<file path="config.mk">
export PLATFORM = sky130hd
export DESIGN_NAME = dma_priority_arbiter_flat
export DESIGN_NICKNAME = d
export VERILOG_FILES = /design/src/rtl/dma_priority_arbiter_if.sv /design/src/rtl/dma_priority_arbiter.sv /design/src/flat_wrapper.sv
export SDC_FILE = /design/constraint.sdc
export NUM_CORES = 1
export LEC_CHECK = 0
export CORE_UTILIZATION = 35
export CTS_CLUSTER_DIAMETER = 100
export DETAILED_ROUTE_END_ITERATION = 6
export GPL_TIMING_DRIVEN = 0
export PLACE_DENSITY = 0.84
export REMOVE_ABC_BUFFERS = 1
export SYNTH_ARGS = -nofsm -noshare
export SYNTH_HDL_FRONTEND = slang
export SYNTH_SLANG_ARGS = --single-unit
</file>
<file path="constraint.sdc">
create_clock -name CLK -period 1.4 [get_ports CLK]
set_input_delay 0.21 -clock CLK [delete_from_list [all_inputs] [get_ports CLK]]
set_output_delay 0.21 -clock CLK [all_outputs]
set_load 0.01 [all_outputs]
</file>
<file path="src/rtl/dma_priority_arbiter_if.sv">
// Hold/grant handshake between the DMA priority arbiter, the CPU hold logic
// and the transfer FSM.
interface dma_priority_arbiter_if #(
  parameter int unsigned NCH = 4,
  parameter int unsigned CHW = 2
);
  logic           hrq;
  logic           hlda;
  logic           svcDone;
  logic           grantValid;
  logic [CHW-1:0] grantCh;
  logic [NCH-1:0] dack;

  // master: the arbiter; slave: CPU hold logic plus transfer FSM
  modport master (
    output hrq,
    output grantValid,
    output grantCh,
    output dack,
    input  hlda,
    input  svcDone
  );

  modport slave (
    input  hrq,
    input  grantValid,
    input  grantCh,
    input  dack,
    output hlda,
    output svcDone
  );
endinterface

</file>
<file path="src/rtl/dma_priority_arbiter.sv">
// 8237A-style channel priority resolver and bus-request stage: synchronises DREQ,
// resolves fixed/rotating priority, raises HRQ and holds one grant until end of service.
module dma_priority_arbiter #(
  parameter int unsigned NCH = 4,
  parameter int unsigned CHW = 2
) (
  input  logic                  CLK,
  input  logic                  RESET,
  input  logic [NCH-1:0]        DREQ,
  input  logic [7:0]            commandReg,
  input  logic [7:0]            requestReg,
  input  logic [7:0]            maskReg,
  dma_priority_arbiter_if.master bus,
  output logic [CHW-1:0]        prioTop
);

  typedef enum logic [1:0] {
    StIdle,
    StReq,
    StGrant
  } arbStateT;

  arbStateT       state;
  logic [NCH-1:0] syncMeta;
  logic [NCH-1:0] syncReq;
  logic           hrqQ;
  logic           grantValidQ;
  logic [CHW-1:0] grantChQ;
  logic [CHW-1:0] prioTopQ;

  logic           enable;
  logic           rotate;
  logic [NCH-1:0] level;
  logic [NCH-1:0] effReq;
  logic           anyReq;
  logic [CHW-1:0] winner;
  logic [CHW-1:0] cand;
  logic           found;
  logic [NCH-1:0] grantOneHot;

  logic unusedCfgBits;
  assign unusedCfgBits = ^{commandReg[5], commandReg[3], commandReg[1:0],
                           requestReg[7:NCH], maskReg[7:NCH]};

  assign enable = ~commandReg[2];
  assign rotate = commandReg[4];
  assign level  = syncReq ^ {NCH{commandReg[6]}};
  // Software requests bypass the mask.
  assign effReq = (level & ~maskReg[NCH-1:0]) | requestReg[NCH-1:0];
  assign anyReq = |effReq;

  always_ff @(posedge CLK or negedge RESET) begin
    if (!RESET) begin
      syncMeta <= '0;
      syncReq  <= '0;
    end else begin
      syncMeta <= DREQ;
      syncReq  <= syncMeta;
    end
  end

  // Scan upward from prioTop, wrapping modulo NCH; first requester wins.
  always_comb begin
    winner = prioTopQ;
    found  = 1'b0;
    cand   = prioTopQ;
    for (int i = 0; i < NCH; i++) begin
      cand = prioTopQ + CHW'(i);
      if (!found && effReq[cand]) begin
        winner = cand;
        found  = 1'b1;
      end
    end
  end

  always_ff @(posedge CLK or negedge RESET) begin
    if (!RESET) begin
      state       <= StIdle;
      hrqQ        <= 1'b0;
      grantValidQ <= 1'b0;
      grantChQ    <= '0;
      prioTopQ    <= '0;
    end else begin
      unique case (state)
        StIdle: begin
          if (enable && anyReq) begin
            state <= StReq;
            hrqQ  <= 1'b1;
          end
        end
        StReq: begin
          if (bus.hlda) begin
            if (anyReq) begin
              state       <= StGrant;
              grantChQ    <= winner;
              grantValidQ <= 1'b1;
            end else begin
              state <= StIdle;
              hrqQ  <= 1'b0;
            end
          end else if (!anyReq || !enable) begin
            state <= StIdle;
            hrqQ  <= 1'b0;
          end
        end
        StGrant: begin
          // Grant ignores DREQ, mask and enable; only svcDone or loss of HLDA end it.
          if (bus.svcDone) begin
            state       <= StIdle;
            hrqQ        <= 1'b0;
            grantValidQ <= 1'b0;
            if (rotate) begin
              prioTopQ <= grantChQ + CHW'(1);
            end
          end else if (!bus.hlda) begin
            state       <= StIdle;
            hrqQ        <= 1'b0;
            grantValidQ <= 1'b0;
          end
        end
        default: begin
          state       <= StIdle;
          hrqQ        <= 1'b0;
          grantValidQ <= 1'b0;
        end
      endcase
      if (!rotate) begin
        prioTopQ <= '0;
      end
    end
  end

  assign grantOneHot = (NCH'(1) << grantChQ) & {NCH{grantValidQ}};

  assign bus.hrq        = hrqQ;
  assign bus.grantValid = grantValidQ;
  assign bus.grantCh    = grantChQ;
  assign bus.dack       = commandReg[7] ? grantOneHot : ~grantOneHot;
  assign prioTop        = prioTopQ;

endmodule

</file>
<file path="src/flat_wrapper.sv">
// flat-port wrapper written by rule: the top's interface ports become plain ports
module dma_priority_arbiter_flat 
#(
  parameter int unsigned NCH = 4,
  parameter int unsigned CHW = 2
)
  (CLK, RESET, DREQ, commandReg, requestReg, maskReg, prioTop, bus_hrq, bus_grantValid, bus_grantCh, bus_dack, bus_hlda, bus_svcDone);
  dma_priority_arbiter_if #(.NCH(NCH), .CHW(CHW)) bus_i ();
  input  logic CLK;
  input  logic RESET;
  input  logic [NCH-1:0] DREQ;
  input  logic [7:0] commandReg;
  input  logic [7:0] requestReg;
  input  logic [7:0] maskReg;
  output logic [CHW-1:0] prioTop;
  output wire logic [$bits(bus_i.hrq)-1:0] bus_hrq;
  output wire logic [$bits(bus_i.grantValid)-1:0] bus_grantValid;
  output wire logic [$bits(bus_i.grantCh)-1:0] bus_grantCh;
  output wire logic [$bits(bus_i.dack)-1:0] bus_dack;
  input wire logic [$bits(bus_i.hlda)-1:0] bus_hlda;
  input wire logic [$bits(bus_i.svcDone)-1:0] bus_svcDone;
  assign bus_hrq = bus_i.hrq;
  assign bus_grantValid = bus_i.grantValid;
  assign bus_grantCh = bus_i.grantCh;
  assign bus_dack = bus_i.dack;
  assign bus_i.hlda = bus_hlda;
  assign bus_i.svcDone = bus_svcDone;
  dma_priority_arbiter #(.NCH(NCH), .CHW(CHW)) u_core (.CLK(CLK), .RESET(RESET), .DREQ(DREQ), .commandReg(commandReg), .requestReg(requestReg), .maskReg(maskReg), .bus(bus_i), .prioTop(prioTop));
endmodule
</file>
==> metrics.md, run 1 <==
| Metric | Value |
|---|---|
| Vias per inst | 5.15 |
| Min Clock Period, post-route | 1.56 ns |
| Area added between synthesis and finish | 67.9% |
| Cell type of the slowest stage on the worst timing path | sky130_fd_sc_hd__dfrtp_1 |
| Setup CP Type | reg2reg |
| Count of filler cells inserted in the layout | about 180 |
| Power Density | between 1000 and 1500 nW/um^2 |
| Startpoint types | flip-flop |
| Violations in the final reports | negative setup slack |
| I/O pin total | 42 |
| Buffer and inverter count on the worst path | 2 |
| Final hold violation count | 0 |
| Largest buffer count on any clock path | 2 |
| Htree depth | 1 |
| NetSw | 0.486 mW |
| Final slew viol count | 0 |
| Final setup violation count | 9 |
| Gr ovfl total | 0 |
| CP dominant cell by count | sky130_fd_sc_hd__buf_4 |
| Synth Register Bits | 16 |
| Share of the yosys chip area belonging to registers | 46.1% |
| Cell internal power dissipation | 1.03 mW |
| Cts bufs inserted | 3 |
| Maximum number of pins on one net before global-route repair | 17 |
| RSZ-0062 raised after global routing | yes |
| Setup Slack @ Placement | -0.647 ns |
| Wire length per cell after detailed routing | 14.9 um |
| Overall via count from detail_route | 783 |
| Root buffer cell | sky130_fd_sc_hd__clkbuf_4 |
| Starting utilization of the core area | 38.2% |
| Switching portion of total power | 32.1% |
| Part of the total power dissipated in sequential elements | 39.2% |
| Leak pwr | 0.674 nW |
| Top FF cell, synth | sky130_fd_sc_hd__dfrtp_1 |
| Final total negative setup slack | -1.15 ns |
| DP HPWL | 1390 um |
| Worst clock skew | 0.00374 ns |
| Hold-fix buffers at CTS | 0 |
| Unique cell type count in the Yosys netlist | 34 |
| Yosys warns | 0 |
| Net total in the final layout | 161 |
| Category of the worst setup path capture point | flip-flop |
| Worst-path fanout max | 4 |
| Number of sinks on the clock net | 16 |
| Die height | 51.8 um |
| Total instance count after detailed placement | 133 |
| Filler-free cell count of the finished design | between 150 and 200 |
| Run status | finished with violations |
| Syn avg cell area | 11.3 sq um |
| Core Region | 2280 sq um |
| Number of flops mapped to enable cells by yosys | 0 |
| Max-capacitance violation count | 0 |
| Peak clock frequency supported by timing | 641 MHz |
| Async SR Flop Fraction | 100% |
| Antenna diode count | 0 |
| Maximum resistive drop on vdd | 0.000937 V |
| Clock network fraction of total power | about a fifth |
| RePlAce Congestion | 0.808 |
| Required time worst endpoint | 1.61 ns |
| Worst endpoint data arrival time | 1.77 ns |
| CTS tree | yes |
| Critical Path Max Stage Delay | 0.40 ns |
| Syn Std Cell Area | 868 sq um |
| Measured slew at the worst slew-check pin | 0.701 ns |
| Initial drt markers | 16 |
| Share of total power in combinational logic | 41.7% |
| Die width | approximately 52 um |
| Number of port buffers | 29 |
| Final period utilization | 111% |
| Clk pin slew, worst setup/hold paths | 0.09 ns |
| Clock network latency to the later pin of the worst-skew pair | about 0.28 ns |
| Number of antenna violations at the first check in global routing | 0 |
| Number of antenna-violating nets in the routed design | 0 |
| DRC violation count after routing | 0 |
| Wirelength, routed | 2270 um |
| GRT Overall Usage | 17.1% |
| Max_slew headroom | between 50% and 60% |
| Vias in the first global route | 748 |
| First-pass iteration count of the detailed router | 4 |
| Area of the die | 2680 sq um |
| Cell class contributing the biggest share of worst-path delay | flip-flops |
| Share of post-route cells with drive strength above 1 | about 44% |
| Post-route worst setup slack | -0.160 ns |
| Critical Path, Cell by Cell | xnor2_2, o21bai_4, nor4b_4, buf_4, nor3_4, buf_4, o2bb2ai_2 |
| Path class of the lowest-slack min-delay path | in2async |
| Cells after Synth | 77 |
| Placement Rows | 17 |
| First-pass GRT wire length | 3330 um |
-- power by group through the flow --
stage                     combinational (mW)  sequential, mW  clock, mW
after CTS                              0.559           0.577      0.299
after global placement                 0.453           0.582          0
after global routing                   0.673           0.601      0.320
after floorplan                        0.205           0.592          0
final                                  0.631           0.593      0.290
after detailed placement               0.465           0.586          0
-- cell type report --
| class | instances | area, sq um | share of cell area, % |
|---|---|---|---|
| clock buffer | 4 | 36.3 | 2.49 |
| inverter | 6 | 25.0 | 1.72 |
| multi-input combinational | 54 | 554 | 38.0 |
| sequential | 16 | 405 | 27.8 |
| tap | 28 | 35.0 | 2.40 |
| timing repair buffer | 44 | 402 | 27.6 |
-- cells in the mapped netlist (all sizes together) (2+ instances only) --
| cell type | number | share of area (%) |
|---|---|---|
| a211oi | 2 | 1.7 |
| o211a | 2 | 2.3 |
| nor3 | 2 | 2.4 |
| o22ai | 2 | 1.4 |
| xnor2 | 3 | 3.0 |
| xor2 | 5 | 5.0 |
| dfrtp | 16 | 46 |
| o21bai | 2 | 2.6 |
| a21oi | 2 | 1.6 |
| nand2b | 2 | 1.4 |
| nor4b | 2 | 3.7 |
| a21o | 2 | 1.9 |
| inv | 6 | 2.6 |
| nand2 | 7 | 3.0 |
| a22oi | 2 | 1.7 |
| nor2 | 3 | 1.3 |
| ha | 4 | 5.8 |
-- worst paths after layout --
path                            cells past startpoint               endpoint  slack (ns)                from
worst max-delay path                                7  u_core.bus.grantCh[0]       -0.16   u_core.syncReq[3]
worst min-delay path                                1        u_core.state[0]        0.35               RESET
worst max register to register                      7  u_core.bus.grantCh[0]       -0.16   u_core.syncReq[3]
worst min register to register                      0      u_core.syncReq[3]        0.35  u_core.syncMeta[3]
max in group asynchronous                           1  u_core.bus.grantCh[1]        0.57               RESET
min in group CLK                                    0      u_core.syncReq[3]        0.35  u_core.syncMeta[3]
-- layout by cell type (no fill, tap or decap), types with 3 or more instances in the layout --
| cell type | count |
|---|---|
| sky130_fd_sc_hd__xnor2_2 | 3 |
| sky130_fd_sc_hd__inv_1 | 4 |
| sky130_fd_sc_hd__dfrtp_2 | 4 |
| sky130_fd_sc_hd__dlygate4sd2_1 | 5 |
| sky130_fd_sc_hd__dfrtp_1 | 12 |
| sky130_fd_sc_hd__nand2_2 | 3 |
| sky130_fd_sc_hd__nor2_1 | 3 |
| sky130_fd_sc_hd__nand2_1 | 4 |
| sky130_fd_sc_hd__clkdlybuf4s50_1 | 18 |
| sky130_fd_sc_hd__xor2_1 | 4 |
| sky130_fd_sc_hd__buf_4 | 12 |
| sky130_fd_sc_hd__buf_2 | 4 |
| sky130_fd_sc_hd__ha_4 | 3 |
| sky130_fd_sc_hd__clkbuf_4 | 3 |
-- sequential cells by signal, indices dropped and copies added, names as in the netlist --
name / count
u_core.syncReq: 4
u_core.prioTop: 2
u_core.bus.grantValid: 1
u_core.syncMeta: 4
u_core.bus.grantCh: 2
u_core.bus.hrq: 1
u_core.state: 2
-- layer usage --
layer | wire length [um] | share of wire, % | track usage, % | up-vias
li1 | - | - | - | 369
met1 | 891 | 39 | 20.3 | 381
met2 | 1250 | 55 | 30.5 | 27
met3 | 82 | 3.6 | 1.17 | 6
met4 | 42 | 1.9 | 9.46 | 0
met5 | 0 | 0 | 0 | -
-- repair_timing --
item / in CTS / in global routing
cloned: 0 / 0
pin swaps: 11 / 10
setup buffers: 11 / 5
gates resized for setup: 38 / 13
endpoints found under the setup margin: 16 / 12
-- worst register-to-register path: stages (launching register included) --
cell                        delay [ns]
sky130_fd_sc_hd__dfrtp_1          0.40
sky130_fd_sc_hd__xnor2_2          0.21
sky130_fd_sc_hd__o21bai_4         0.10
sky130_fd_sc_hd__nor4b_4          0.27
sky130_fd_sc_hd__buf_4            0.19
sky130_fd_sc_hd__nor3_4           0.06
sky130_fd_sc_hd__buf_4            0.16
sky130_fd_sc_hd__o2bb2ai_2        0.11
-- stage by stage --
| step | hold WS [ns] | area [sq um] | total power, mW | utilization (%) |
|---|---|---|---|---|
| after floorplan | -0.0856 | 865 | 0.797 | - |
| after global placement | 0.334 | 1190 | 1.03 | 52.3 |
| after detailed placement | 0.336 | 1190 | 1.05 | 52.3 |
| after CTS | 0.349 | 1370 | 1.43 | 60.1 |
| after global routing | 0.351 | 1460 | 1.59 | 64.0 |
| final | 0.345 | 1460 | 1.51 | 64.0 |
-- logic make-up (layout without fill, tap and decap cells) --
family                     Yosys count  in the layout  share of synthesized area (%)
xor gates and xnor gates             8              8                           8.07
DFF                                 16             16                           46.1
and+or+nand+nor                     19             19                           14.4
AOI/OAI and AO/OA                   22             22                           21.5
adders and majority gates            4              4                           5.76
buffers and inverters                7             54                           3.03
muxes                                1              1                           1.15
No activity file was read; power rests on OpenSTA's default activity.
==> inputs of run 2 (changes only) <==
- CORE_UTILIZATION: 35 -> 36
- PLACE_DENSITY: 0.84 -> 0.86
- SETUP_SLACK_MARGIN: default -> 0.1
==> run 2 against run 1 <==
Compared with the run above: the run still ends with negative setup slack left; cell count stayed put; setup slack better by 0.018 ns; clock-buffer cell count unchanged; clock skew grew 0.0051 ns; hold slack lost 0.025 ns; via count decreased by 4.0%; critical path type is now reg2out; critical endpoint is now bus_dack[2]; highest routed layer unchanged.
==> metrics.md, run 2 (synthesized netlist as in run 1, its figures left out) <==
| Metric | Value |
|---|---|
| Part of the total power dissipated in sequential elements | roughly two fifths |
| DP HPWL | 1340 um |
| I/O pin total | 42 |
| Number of antenna-violating nets in the routed design | 0 |
| Vias per inst | 4.95 |
| Share of total power in combinational logic | roughly 40% |
| Setup CP Type | reg2out |
| Clk pin slew, worst setup/hold paths | about 0.090 ns |
| Cell class contributing the biggest share of worst-path delay | flip-flops |
| Post-route worst setup slack | -0.142 ns |
| Required time worst endpoint | 1.19 ns |
| Worst-path fanout max | 3 |
| Final Cell Area | approximately 1400 sq um |
| CTS tree | yes |
| Maximum number of pins on one net before global-route repair | 17 |
| Filler-free cell count of the finished design | 152 |
| Gr ovfl total | 0 |
| Worst clock skew | approximately 0.0089 ns |
| Cell internal power dissipation | 1.01 mW |
| Htree depth | 1 |
| Max_slew headroom | 55.2% |
| Switching portion of total power | 32.0% |
| Clock network fraction of total power | 20.0% |
| Final total negative setup slack | -0.953 ns |
| Multi-input combinational cell area | 542 sq um |
| NetSw | 0.472 mW |
| Wirelength, routed | 2020 um |
| Maximum resistive drop on vdd | just under 0.0008 V |
| Die width | 51.1 um |
| Antenna diode count | 0 |
| Starting utilization of the core area | ~39% |
| DRC violation count after routing | 0 |
| Net total in the final layout | 161 |
| Category of the worst setup path capture point | output port |
| Number of sinks on the clock net | 16 |
| Largest registers | u_core.syncMeta (4), u_core.syncReq (4) |
| Initial drt markers | 8 |
| Root buffer cell | sky130_fd_sc_hd__clkbuf_4 |
| Final slew viol count | 0 |
| Most used cells in the layout excluding fill and tap cells | 18 x sky130_fd_sc_hd__clkdlybuf4s50_1, 14 x sky130_fd_sc_hd__dfrtp_1, 13 x sky130_fd_sc_hd__buf_4 |
| Placement Rows | 17 |
| Total instance count after detailed placement | 133 |
| Max-capacitance violation count | 0 |
| Area of the die | 2610 sq um |
| Buffer and inverter count on the worst path | 2 |
| Critical Path Max Stage Delay | around 0.43 ns |
| Run status | finished with violations |
| GRT Overall Usage | 18.5% |
| Cell type of the slowest stage on the worst timing path | sky130_fd_sc_hd__dfrtp_1 |
| Area added between synthesis and finish | 63.4% |
| Power Density | 1040 nW/um^2 |
| Number of port buffers | 29 |
| Share of post-route cells with drive strength above 1 | 41.9% |
| Overall via count from detail_route | 752 |
| Placed cell areas | roughly 1200 sq um |
| Critical Path, Cell by Cell | buf_6, ha_4, nand2_2, xor2_1, buf_2 |
| RSZ-0062 raised after global routing | yes |
| Violations in the final reports | negative setup slack |
| Measured slew at the worst slew-check pin | 0.670 ns |
| Startpoint types | flip-flop |
| Worst slack on hold paths | 0.320 ns |
| Min Clock Period, post-route | 1.54 ns |
| Path class of the lowest-slack min-delay path | in2async |
| First-pass iteration count of the detailed router | 4 |
| Wire length per cell after detailed routing | 13.3 um |
| Most common cell after layout, fill and taps aside | sky130_fd_sc_hd__clkdlybuf4s50_1 |
| Cts bufs inserted | 3 |
| RePlAce Congestion | 0.785 |
| Count of filler cells inserted in the layout | 192 |
| Number of antenna violations at the first check in global routing | 0 |
| Largest buffer count on any clock path | 2 |
| Die height | 51.1 um |
| Vias in the first global route | 760 |
| Worst endpoint data arrival time | between 1 and 1.5 ns |
| Leak pwr | ~0.64 nW |
| Clock network latency to the later pin of the worst-skew pair | 0.29 ns |
| Final period utilization | 110% |
| Core Region | 2230 sq um |
| Final setup violation count | 10 |
| FF+latch area | 403 sq um |
| Final hold violation count | 0 |
| Peak clock frequency supported by timing | 648 MHz |
| First-pass GRT wire length | 3420 um |
run 2: per-layer routing:
layer,GRT usage [%],wire [um],share of wire [%]
met5,0,0,0
met4,12.5,73,3.6
met3,2.38,116,5.7
met2,32.7,1010,50
met1,20.5,820,41
run 2: worst paths after layout:
| path | start | to | slack [ns] | cells past startpoint |
|---|---|---|---|---|
| worst max-delay path | u_core.bus.grantCh[1] | bus_dack[2] | -0.14 | 5 |
| worst min-delay path | RESET | u_core.state[0] | 0.32 | 1 |
| worst max register to register | u_core.syncReq[2] | u_core.bus.grantCh[1] | -0.12 | 6 |
| worst min register to register | u_core.syncMeta[0] | u_core.syncReq[0] | 0.35 | 0 |
| max in group asynchronous | RESET | u_core.bus.grantCh[0] | 0.62 | 1 |
| min in group CLK | u_core.syncMeta[0] | u_core.syncReq[0] | 0.35 | 0 |
run 2: what timing repair did:
action,in CTS,in global routing
hold buffers,0,0
endpoints found under the hold margin,0,0
endpoints found under the setup margin,16,12
buffers inserted,13,3
gates cloned,0,0
pin swaps,8,5
resized for setup,39,11
run 2: power groups by stage:
| stage | clock network (mW) | logic (mW) | registers, mW |
|---|---|---|---|
| finish | 0.296 | 0.594 | 0.588 |
| global route | 0.327 | 0.637 | 0.599 |
| CTS | 0.305 | 0.555 | 0.580 |
| detailed placement | 0 | 0.466 | 0.587 |
| global placement | 0 | 0.451 | 0.583 |
| floorplan | 0 | 0.205 | 0.592 |
run 2: final cells by class:
type,instances,share of cell area (%)
clock buffers,4,2.56
repair buffers,44,26.6
multi-input cells,54,38.2
inverters,6,1.76
well taps,28,2.47
flip-flops and latches,16,28.4
run 2: stage by stage:
stage	total power [mW]	worst slack, ns	util, %
final	1.48	-0.142	63.5
after global routing	1.56	-0.217	63.5
after CTS	1.44	-0.144	61.3
after detailed placement	1.05	-0.667	53.3
after global placement	1.03	-0.590	53.3
after floorplan	0.797	-0.0488	-
